File: config.mk
export PLATFORM = sky130hd
export DESIGN_NAME = fadd_pipe_flat
export DESIGN_NICKNAME = d
export VERILOG_FILES = /design/src/rtl/fadd_pipe_if.sv /design/src/rtl/fadd_pipe.sv /design/src/flat_wrapper.sv
export SDC_FILE = /design/constraint.sdc
export NUM_CORES = 1
export LEC_CHECK = 0
export ABC_AREA = 1
export BUFFER_PORTS_ARGS = -buffer_cell sky130_fd_sc_hd__buf_2
export CAP_MARGIN = 10
export CORE_UTILIZATION = 55
export CTS_CLUSTER_DIAMETER = 120
export CTS_CLUSTER_SIZE = 8
export DETAILED_ROUTE_END_ITERATION = 12
export PLACE_DENSITY = 0.8
export RECOVER_POWER = 25
export REMOVE_ABC_BUFFERS = 1
export SKIP_CTS_REPAIR_TIMING = 1
export SKIP_LAST_GASP = 1
export SLEW_MARGIN = 40
export SYNTH_ARGS = -nofsm -noshare
export SYNTH_HDL_FRONTEND = slang
export SYNTH_SLANG_ARGS = --single-unit
File: constraint.sdc
create_clock -name clk -period 6.09 [get_ports clk]
set_clock_uncertainty 0.05 [all_clocks]
set_input_delay 0.3045 -clock clk [delete_from_list [all_inputs] [get_ports clk]]
set_output_delay 0.3045 -clock clk [all_outputs]
set_load 0.005 [all_outputs]
File: src/rtl/fadd_pipe_if.sv
// Handshake bundle for the pipelined floating-point adder:
// operand side (in_*) and result side (out_*).
interface fadd_pipe_if #(
    parameter int unsigned N = 32
) ();
    logic         in_val;
    logic         in_rdy;
    logic         sub;
    logic [N-1:0] op1;
    logic [N-1:0] op2;
    logic         out_val;
    logic         out_rdy;
    logic [N-1:0] res;
    logic [2:0]   flags;

    modport master (
        output in_val, sub, op1, op2, out_rdy,
        input  in_rdy, out_val, res, flags
    );

    modport slave (
        input  in_val, sub, op1, op2, out_rdy,
        output in_rdy, out_val, res, flags
    );
endinterface

File: src/rtl/fadd_pipe.sv
// Three-stage floating-point adder/subtractor (align, add, normalise/round)
// with round-to-nearest-even, flush-to-zero inputs and elastic handshake.
module fadd_pipe #(
    parameter int unsigned N = 32,
    parameter int unsigned E = 8
) (
    input  logic       clk,
    input  logic       rst,
    fadd_pipe_if.slave bus
);
    localparam int unsigned M  = N - E - 1;
    localparam int unsigned FW = M + 4;
    localparam int unsigned SW = M + 5;
    localparam int unsigned RW = M + 1;
    localparam int unsigned LW = $clog2(M + 5);
    localparam int unsigned XW = ((E > LW) ? E : LW) + 2;
    localparam logic [N-1:0]  QNAN    = {1'b0, {E{1'b1}}, 1'b1, {(M-1){1'b0}}};
    localparam logic [XW-1:0] EXP_OVF = XW'({E{1'b1}});

    // Stage occupancy and load enables; a stage loads when empty or draining.
    logic v1, v2, v3;
    logic ld1, ld2, ld3;

    assign ld3         = !v3 || bus.out_rdy;
    assign ld2         = !v2 || ld3;
    assign ld1         = !v1 || ld2;
    assign bus.in_rdy  = ld1;
    assign bus.out_val = v3;

    always_ff @(posedge clk) begin
        if (rst) begin
            v1 <= 1'b0;
            v2 <= 1'b0;
            v3 <= 1'b0;
        end else begin
            if (ld1) v1 <= bus.in_val;
            if (ld2) v2 <= v1;
            if (ld3) v3 <= v2;
        end
    end

    // S1: classify, order by magnitude, align the smaller operand
    logic          sgn1, sgn2, zero1, zero2, inf1, inf2, nan1, nan2, swap, sp_n;
    logic [E-1:0]  exp1, exp2, ea, eb, d;
    logic [M-1:0]  man1, man2, ma, mb;
    logic [M+2:0]  frac_b;
    logic [FW-1:0] a_al, b_al;
    logic [N-1:0]  sp_res_n;
    logic [2:0]    sp_flags_n;

    always_comb begin
        sgn1  = bus.op1[N-1];
        sgn2  = bus.op2[N-1] ^ bus.sub;
        exp1  = bus.op1[N-2:M];
        exp2  = bus.op2[N-2:M];
        man1  = bus.op1[M-1:0];
        man2  = bus.op2[M-1:0];
        zero1 = (exp1 == '0);
        zero2 = (exp2 == '0);
        inf1  = (exp1 == '1) && (man1 == '0);
        inf2  = (exp2 == '1) && (man2 == '0);
        nan1  = (exp1 == '1) && (man1 != '0);
        nan2  = (exp2 == '1) && (man2 != '0);
        swap  = (bus.op2[N-2:0] > bus.op1[N-2:0]);
        ea    = swap ? exp2 : exp1;
        eb    = swap ? exp1 : exp2;
        ma    = swap ? man2 : man1;
        mb    = swap ? man1 : man2;
        d     = ea - eb;
        frac_b = {1'b1, mb, 2'b00};
        a_al   = {1'b1, ma, 3'b000};
        if (32'(d) >= M + 3) begin
            b_al = {{(M+3){1'b0}}, 1'b1};
        end else begin
            b_al = {frac_b >> d, |(frac_b & ~({(M+3){1'b1}} << d))};
        end

        sp_n       = nan1 || nan2 || inf1 || inf2 || zero1 || zero2;
        sp_res_n   = '0;
        sp_flags_n = '0;
        if (nan1 || nan2 || (inf1 && inf2 && (sgn1 != sgn2))) begin
            sp_res_n   = QNAN;
            sp_flags_n = 3'b100;
        end else if (inf1) begin
            sp_res_n = {sgn1, bus.op1[N-2:0]};
        end else if (inf2) begin
            sp_res_n = {sgn2, bus.op2[N-2:0]};
        end else if (zero1 && zero2) begin
            // Opposite-sign zeros give +0; same-sign keep the sign.
            sp_res_n = {sgn1 & sgn2, {(N-1){1'b0}}};
        end else if (zero1) begin
            sp_res_n = {sgn2, bus.op2[N-2:0]};
        end else if (zero2) begin
            sp_res_n = bus.op1;
        end
    end

    logic          r1_sp, r1_sign, r1_sub;
    logic [N-1:0]  r1_sp_res;
    logic [2:0]    r1_sp_flags;
    logic [E-1:0]  r1_exp;
    logic [FW-1:0] r1_a, r1_b;

    always_ff @(posedge clk) begin
        if (ld1) begin
            r1_sp       <= sp_n;
            r1_sp_res   <= sp_res_n;
            r1_sp_flags <= sp_flags_n;
            r1_sign     <= swap ? sgn2 : sgn1;
            r1_sub      <= sgn1 ^ sgn2;
            r1_exp      <= ea;
            r1_a        <= a_al;
            r1_b        <= b_al;
        end
    end

    // S2: magnitude add or subtract; |A| >= |B| keeps the difference non-negative
    logic [SW-1:0] sum_n;

    assign sum_n = r1_sub ? ({1'b0, r1_a} - {1'b0, r1_b})
                          : ({1'b0, r1_a} + {1'b0, r1_b});

    logic          r2_sp, r2_sign;
    logic [N-1:0]  r2_sp_res;
    logic [2:0]    r2_sp_flags;
    logic [E-1:0]  r2_exp;
    logic [SW-1:0] r2_sum;

    always_ff @(posedge clk) begin
        if (ld2) begin
            r2_sp       <= r1_sp;
            r2_sp_res   <= r1_sp_res;
            r2_sp_flags <= r1_sp_flags;
            r2_sign     <= r1_sign;
            r2_exp      <= r1_exp;
            r2_sum      <= sum_n;
        end
    end

    // S3: normalise, round to nearest even, range check
    function automatic logic [LW-1:0] lzc(input logic [FW-1:0] v);
        logic [LW-1:0] n;
        n = LW'(FW);
        for (int i = 0; i < int'(FW); i++) begin
            if (v[i]) n = LW'(int'(FW) - 1 - i);
        end
        return n;
    endfunction

    logic [LW-1:0] lz;
    logic [FW-1:0] norm;
    logic [XW-1:0] exp_n;
    logic [RW-1:0] rnd;
    logic          rnd_up, inexact;
    logic [N-1:0]  res_n;
    logic [2:0]    flags_n;

    always_comb begin
        lz    = '0;
        norm  = '0;
        exp_n = XW'(r2_exp);
        if (r2_sum[SW-1]) begin
            norm  = {r2_sum[SW-1:2], r2_sum[1] | r2_sum[0]};
            exp_n = exp_n + XW'(1);
        end else begin
            lz    = lzc(r2_sum[FW-1:0]);
            norm  = r2_sum[FW-1:0] << lz;
            exp_n = exp_n - XW'(lz);
        end
        rnd_up  = norm[2] & (norm[1] | norm[0] | norm[3]);
        inexact = |norm[2:0];
        rnd     = {1'b0, norm[FW-2:3]} + RW'(rnd_up);
        if (rnd[RW-1]) exp_n = exp_n + XW'(1);

        res_n   = '0;
        flags_n = '0;
        if (r2_sp) begin
            res_n   = r2_sp_res;
            flags_n = r2_sp_flags;
        end else if (!norm[FW-1]) begin
            res_n   = '0;
        end else if ($signed(exp_n) >= $signed(EXP_OVF)) begin
            res_n   = {r2_sign, {E{1'b1}}, {M{1'b0}}};
            flags_n = 3'b011;
        end else if (exp_n[XW-1] || (exp_n == '0)) begin
            res_n   = {r2_sign, {(N-1){1'b0}}};
            flags_n = 3'b001;
        end else begin
            res_n   = {r2_sign, exp_n[E-1:0], rnd[M-1:0]};
            flags_n = {2'b00, inexact};
        end
    end

    logic [N-1:0] res_q;
    logic [2:0]   flags_q;

    always_ff @(posedge clk) begin
        if (rst) begin
            res_q   <= '0;
            flags_q <= '0;
        end else if (ld3 && v2) begin
            res_q   <= res_n;
            flags_q <= flags_n;
        end
    end

    assign bus.res   = res_q;
    assign bus.flags = flags_q;
endmodule

File: src/flat_wrapper.sv
// flat-port wrapper written by rule: the top's interface ports become plain ports
module fadd_pipe_flat 
#(
    parameter int unsigned N = 32,
    parameter int unsigned E = 8
)
  (clk, rst, bus_in_val, bus_sub, bus_op1, bus_op2, bus_out_rdy, bus_in_rdy, bus_out_val, bus_res, bus_flags);
  fadd_pipe_if #(.N(N)) bus_i ();
  input  logic clk;
  input  logic rst;
  input wire logic [$bits(bus_i.in_val)-1:0] bus_in_val;
  input wire logic [$bits(bus_i.sub)-1:0] bus_sub;
  input wire logic [$bits(bus_i.op1)-1:0] bus_op1;
  input wire logic [$bits(bus_i.op2)-1:0] bus_op2;
  input wire logic [$bits(bus_i.out_rdy)-1:0] bus_out_rdy;
  output wire logic [$bits(bus_i.in_rdy)-1:0] bus_in_rdy;
  output wire logic [$bits(bus_i.out_val)-1:0] bus_out_val;
  output wire logic [$bits(bus_i.res)-1:0] bus_res;
  output wire logic [$bits(bus_i.flags)-1:0] bus_flags;
  assign bus_i.in_val = bus_in_val;
  assign bus_i.sub = bus_sub;
  assign bus_i.op1 = bus_op1;
  assign bus_i.op2 = bus_op2;
  assign bus_i.out_rdy = bus_out_rdy;
  assign bus_in_rdy = bus_i.in_rdy;
  assign bus_out_val = bus_i.out_val;
  assign bus_res = bus_i.res;
  assign bus_flags = bus_i.flags;
  fadd_pipe #(.N(N), .E(E)) u_core (.clk(clk), .rst(rst), .bus(bus_i));
endmodule
==> flow_metrics.py, run 1 <==
metrics = {
    "worst_setup_path": {
        "path_common_cell": "nand2_1",
        "arrival_ns": 6.08,
        "cp-start-kind": "flip-flop",
        "crit_start": "u_core.r2_sum[0]$_DFFE_PP_",
        "cp_max_fo": 34,
        "r2r_start": "u_core.r2_sum[0]$_DFFE_PP_",
        "crit_type": "flip-flop to flip-flop",
        "reg2reg_depth": 45,
        "cp.depth": 45,
        "crit_family": "simple AND/OR/NAND/NOR gates",
        "cp-end-kind": "flip-flop",
        "worst-r2r-setup-slack_ns": 0.41,
        "crit_path_max_incr_delay_ns": 0.54,
        "cp_num_buf_inv": 3,
        "crit_slowest_cell": "o21ai_0",
        "required_ns": 6.49,
    },
    "pwr": {
        "cellLeakagePower_nw": 8.61,
        "p_per_area_nw_per_um2": 358,
        "ir_worst_vdd_v": 0.000195,
    },
    "die": {
        "num_rows": 62,
        "start_util_pct": 56.2,
        "die-area_um2": 30200,
        "die_h_um": 174,
        "core-area_um2": 28900,
        "ioPinCount": 106,
        "die_x_um": 174,
    },
    "min_path": {
        "hp-start": "bus_in_val",
        "min_path_cells": 3,
        "hold_class": "input pin to flip-flop",
    },
    "synth": {
        "synth_edf_count": 165,
        "synth_area_leaders": "edfxtp_1 (31%), nand2_1 (15%), nand3_1 (10%), ha_1 (6.9%), inv_1 (6.0%)",
        "synth_top_area_share_pct": 30.6,
        "avgSynthCellArea_um2": 6.97,
        "ys_types": 56,
        "synthFlopType": "edfxtp_1",
        "yosys_warnings": 0,
        "synth.most_common_cell": "nand2_1",
        "async_flop_share_pct": 0,
        "ys_seq_elements": 203,
        "yosysSeqAreaShare_pct": 35.3,
        "yosysTopAreaCell": "edfxtp_1",
        "synthCells": 2326,
        "syn_area_um2": 16200,
        "ys_top_cells_by_count": "nand2_1 (633), nand3_1 (338), inv_1 (261)",
    },
    "clocking": {
        "numCtsBuffers": 29,
        "h-tree-depth": 1,
        "cts_tree": "yes",
        "root_buffer": "clkbuf_16",
        "clock-sinks": 203,
        "cts.clk_slew.worst_paths_ns": 0.06,
        "cts_max_path_buffers": 3,
        "insertion_delay_ns": 0.54,
    },
    "sta": {
        "setup_violations": 0,
        "rsz0062_at_grt": "true",
        "final.min_clock_period_ns": 5.68,
        "hold_slack_ns": 0.0169,
        "timing.final.ws_setup_ns": 0.408,
        "tightestPinTransition_ns": 3.61,
        "max_freq_mhz": 176,
        "fin_crit_sh_pct": 93.3,
        "max-slew-margin-rel_pct": -141,
        "finalHoldViolations": 0,
        "finalMaxSlewViolations": 72,
    },
    "drt": {
        "ant_nets": 0,
        "drt-pass1-iter-count": 6,
        "drt_iter0_markers": 2246,
        "drc": 0,
        "drt_wl_total_um": 54700,
        "vias_per_cell": 6.01,
        "wl_per_cell_um": 19.4,
        "num_vias": 16900,
    },
    "placement": {
        "placed_area_um2": 17100,
        "dp_cells": 2760,
        "dp_hpwl_um": 42000,
        "dpl_worst_slack_ns": 0.252,
        "port_buffers": 105,
        "globalplace.congestion": 1.04,
    },
    "final_layout": {
        "antennaDiodeCount": 0,
        "drive_gt1_share_pct": 7.91,
        "final_area_um2": 17900,
        "fin_cells": 2812,
        "nets": 2568,
        "area_delta_synth_final_pct": 10.7,
        "fillers": 2663,
    },
    "global_route": {
        "antenna_found_initial": 0,
        "track_usage_pct": 35.5,
        "grt_pass1_vias": 15700,
        "grt_max_degree": 72,
        "grt_pass1_wl_um": 84700,
        "grt-ovfl-total": 0,
    },
    "run_status": {
        "status": "complete, but fails checks",
        "violations": "max-capacitance violations, max-slew violations",
    },
    "job": {
        "cap_violations": 1,
    },
}
logic make-up (layout without fill, tap and decap cells):
logic type,Yosys count,count (layout),share of synthesized area [%]
muxes,1,1,0.0617
xor gates and xnor gates,58,58,3.13
adders and majority gates,92,92,7.19
AOI/OAI and AO/OA,347,347,12.1
and+or+nand+nor,1261,1261,33.4
DFF,203,203,35.3
buffers and inverters,364,466,8.85
worst paths after layout:
path / to
setup / recovery: u_core.bus.res[20]$_SDFFE_PP0P_
hold / removal: u_core.v1$_SDFFE_PP0P_
setup reg to reg: u_core.bus.res[20]$_SDFFE_PP0P_
hold reg to reg: u_core.r2_sp_res[9]$_DFFE_PP_
registers in the layout, indices dropped and copies added, names as in the netlist:
name	flops
u_core.r1_sp_flags	1
u_core.r1_exp	8
u_core.r1_sign	1
u_core.bus.res	32
u_core.r1_sp_res	32
u_core.r1_sp	1
u_core.r2_sp_res	32
u_core.bus.flags	3
u_core.v1	1
u_core.r1_sub	1
u_core.v2	1
u_core.r1_b	27
u_core.r2_sum	28
u_core.r2_sp	1
u_core.bus.out_val	1
u_core.r2_sp_flags	1
u_core.r2_exp	8
u_core.r2_sign	1
u_core.r1_a	23
power by group:
part | total, mW | leakage (nW) | switching (mW) | internal [mW]
sequential | 1.87 | 2.23 | 0.198 | 1.67
combinational | 3.08 | 5.99 | 2.12 | 0.966
clock | 1.47 | 0.392 | 0.582 | 0.888
placed cells by master, fill, tap and decap left out, types with 5 or more instances in the layout:
| cell type | netlist | final |
|---|---|---|
| xnor2_1 | 12 | 12 |
| xor2_1 | 46 | 45 |
| o21bai_1 | 7 | 7 |
| nor2_2 | 7 | 8 |
| edfxtp_1 | 165 | 165 |
| nor3_1 | 11 | 11 |
| dfxtp_1 | 38 | 38 |
| nand4_1 | 37 | 37 |
| o21ai_0 | 160 | 160 |
| inv_1 | 261 | 260 |
| nor4_1 | 15 | 15 |
| buf_2 | 7 | 84 |
| inv_2 | 6 | 6 |
| a211oi_1 | 5 | 5 |
| o31ai_1 | 9 | 9 |
| nand2_1 | 633 | 631 |
| nand3_1 | 338 | 338 |
| nor2_1 | 199 | 198 |
| a21oi_1 | 103 | 102 |
| a22oi_1 | 18 | 18 |
| o221ai_1 | 11 | 11 |
| clkbuf_16 | 0 | 29 |
| buf_4 | 6 | 38 |
| ha_1 | 90 | 90 |
| a31oi_1 | 9 | 7 |
| clkbuf_1 | 70 | 43 |
tightest hold or removal path, delay by kind of cell:
family | cells | cell delay, ns
buf+inv | 2 | 0.17
compound gates | 1 | 0.07
through the flow:
stage	TNS (ns)	power [mW]	util, %
3_3_place_gp	0	4.86	59.3
2_1_floorplan	-3.02	3.89	-
5_1_grt	-0.0159	6.81	62.2
6_report	0	6.42	62.2
4_1_cts	0	6.34	62.2
3_5_place_dp	0	4.86	59.3
final cells by class:
class | instances | area [um^2] | share of cell area (%)
Tap cell | 384 | 480 | 2.68
Sequential cell | 203 | 5720 | 31.9
Clock inverter | 2 | 27.5 | 0.153
Inverter | 270 | 1010 | 5.65
Multi-Input combinational cell | 1759 | 9110 | 50.8
Clock buffer | 50 | 805 | 4.48
Timing Repair Buffer | 144 | 788 | 4.39
metal layers:
layer / GRT usage [%] / vias up / wire length (um)
met5: 0 / - / 0
met2: 59.0 / 1035 / 25600
li1: - / 7988 / -
met3: 3.18 / 217 / 4410
met1: 46.0 / 7653 / 21500
met4: 18.9 / 0 / 3260
(Power assumes the default switching activity.)
==> inputs of run 2 (changes only) <==
Settings changed: CTS_BUF_LIST from default to sky130_fd_sc_hd__clkbuf_2.
Clock period 6.09 ns to 6.3 ns, I/O delays scaled along.
==> flow_metrics.py, run 2 (synthesized netlist as in run 1, its figures left out) <==
metrics = {
    "run_status": {
        "status": "complete, but fails checks",
        "violations": "max-capacitance violations, max-slew violations",
    },
    "clocking": {
        "cts_tree": "yes",
        "cts_max_path_buffers": 3,
        "h-tree-depth": 1,
        "numCtsBuffers": 29,
        "cts.clk_slew.worst_paths_ns": 0.17,
        "root_buffer": "clkbuf_2",
        "insertion_delay_ns": 0.81,
        "clock-sinks": 203,
    },
    "global_route": {
        "grt-ovfl-total": 0,
        "grt_max_degree": 67,
        "grt_pass1_wl_um": 82300,
        "grt_pass1_vias": 15400,
        "antenna_found_initial": 1,
        "track_usage_pct": 34.5,
    },
    "worst_setup_path": {
        "crit_start": "u_core.r2_sum[1]$_DFFE_PP_",
        "arrival_ns": 6.29,
        "cp-start-kind": "flip-flop",
        "crit_type": "flip-flop to flip-flop",
        "crit_family": "simple AND/OR/NAND/NOR gates",
        "crit_path_max_incr_delay_ns": 0.44,
        "cp_num_buf_inv": 2,
        "required_ns": 6.94,
        "path_common_cell": "nand2_1",
        "cp-end-kind": "flip-flop",
        "r2r_start": "u_core.r2_sum[1]$_DFFE_PP_",
        "crit_slowest_cell": "edfxtp_1",
        "cp_max_fo": 21,
    },
    "final_layout": {
        "drive_gt1_share_pct": 8.80,
        "layout_common_cells": "nand2_1 (632), nand3_1 (338), inv_1 (260), nor2_1 (199), edfxtp_1 (165)",
        "final_common_cell": "nand2_1",
        "nets": 2650,
        "final_area_um2": 18200,
        "area_delta_synth_final_pct": 12.1,
        "fillers": 2635,
        "final_util_pct": 63.0,
    },
    "pwr": {
        "ir_worst_vdd_v": 0.000120,
        "total_power_mw": 5.38,
        "cellLeakagePower_nw": 8.80,
        "p_per_area_nw_per_um2": 296,
    },
    "drt": {
        "ant_nets": 0,
        "wl_per_cell_um": 18.7,
        "num_vias": 17000,
        "drt-pass1-iter-count": 6,
        "drt_wl_total_um": 53800,
        "drc": 0,
        "vias_per_cell": 5.91,
        "drt_iter0_markers": 1860,
    },
    "min_path": {
        "hold_class": "input pin to flip-flop",
        "hp-start": "bus_op2[17]",
    },
    "die": {
        "ioPinCount": 106,
        "die_h_um": 174,
        "core-area_um2": 28900,
        "num_rows": 62,
        "die-area_um2": 30200,
        "die_x_um": 174,
        "start_util_pct": 56.2,
    },
    "sta": {
        "final.min_clock_period_ns": 5.65,
        "finalHoldViolations": 0,
        "max-slew-margin-rel_pct": -7.57,
        "tightestPinTransition_ns": 1.61,
        "rsz0062_at_grt": "false",
        "finalMaxSlewViolations": 69,
        "max_freq_mhz": 177,
        "fin_crit_sh_pct": 89.6,
        "setup_violations": 0,
    },
    "job": {
        "cap_violations": 2,
    },
    "placement": {
        "dp_hpwl_um": 41500,
        "globalplace.congestion": 1.02,
        "port_buffers": 105,
        "placed_area_um2": 17100,
    },
}
==> run 2: cell type report <==
class	instances	area (um^2)	area share, %
tap	384	480	2.64
clock inverter	2	15.0	0.0826
timing repair buffer	226	1650	9.09
antenna	1	2.50	0.0138
inverter	270	1020	5.60
multi-input combinational	1759	9080	50.0
clock buffer	41	205	1.13
sequential	203	5720	31.5
==> run 2: worst reg2reg max path, delay by kind of cell, from the launching register on <==
kind	cells	cell delay, ns
xor gates and xnor gates	1	0.11
buffers and inverters	2	0.13
adders and majority gates	2	0.67
AOI/OAI and AO/OA	3	1.15
DFF	1	0.44
and+or+nand+nor	34	3.06
==> run 2: layer usage <==
metal  wire [um]  track usage [%]
met1       21400             46.1
met2       24700             56.2
met3        5000             3.53
met4        2740             16.3
met5           0                0
==> run 2: path summary, 6_finish.rpt <==
| check | end | slack, ns | cells after the start |
|---|---|---|---|
| hold reg to reg | u_core.r2_sp_res[25]$_DFFE_PP_ | 0.37 | 0 |
| hold / removal | u_core.r1_sp_res[17]$_SDFFCE_PP0P_ | 0.04 | 3 |
| setup / recovery | u_core.bus.res[13]$_SDFFE_PP0P_ | 0.65 | 42 |
| setup reg to reg | u_core.bus.res[13]$_SDFFE_PP0P_ | 0.65 | 42 |
==> run 2: power by group <==
part	total (mW)	internal, mW	leakage, nW	switching (mW)
combinational	3.02	0.970	6.40	2.04
clock	0.590	0.170	0.171	0.421
sequential	1.78	1.61	2.23	0.166
total	5.38	2.75	8.80	2.63
==> run 2: through the flow <==
stage | setup slack, ns | TNS, ns | cells | hold slack (ns)
CTS | 0.770 | 0 | 2800 | -0.368
global route | 0.103 | 0 | 2886 | -0.00197
floorplan | -0.0541 | -0.114 | 2232 | 0.334
detailed placement | 0.707 | 0 | 2757 | 0.355
global placement | 0.683 | 0 | 2757 | 0.354
finish | 0.653 | 0 | 2886 | 0.0404
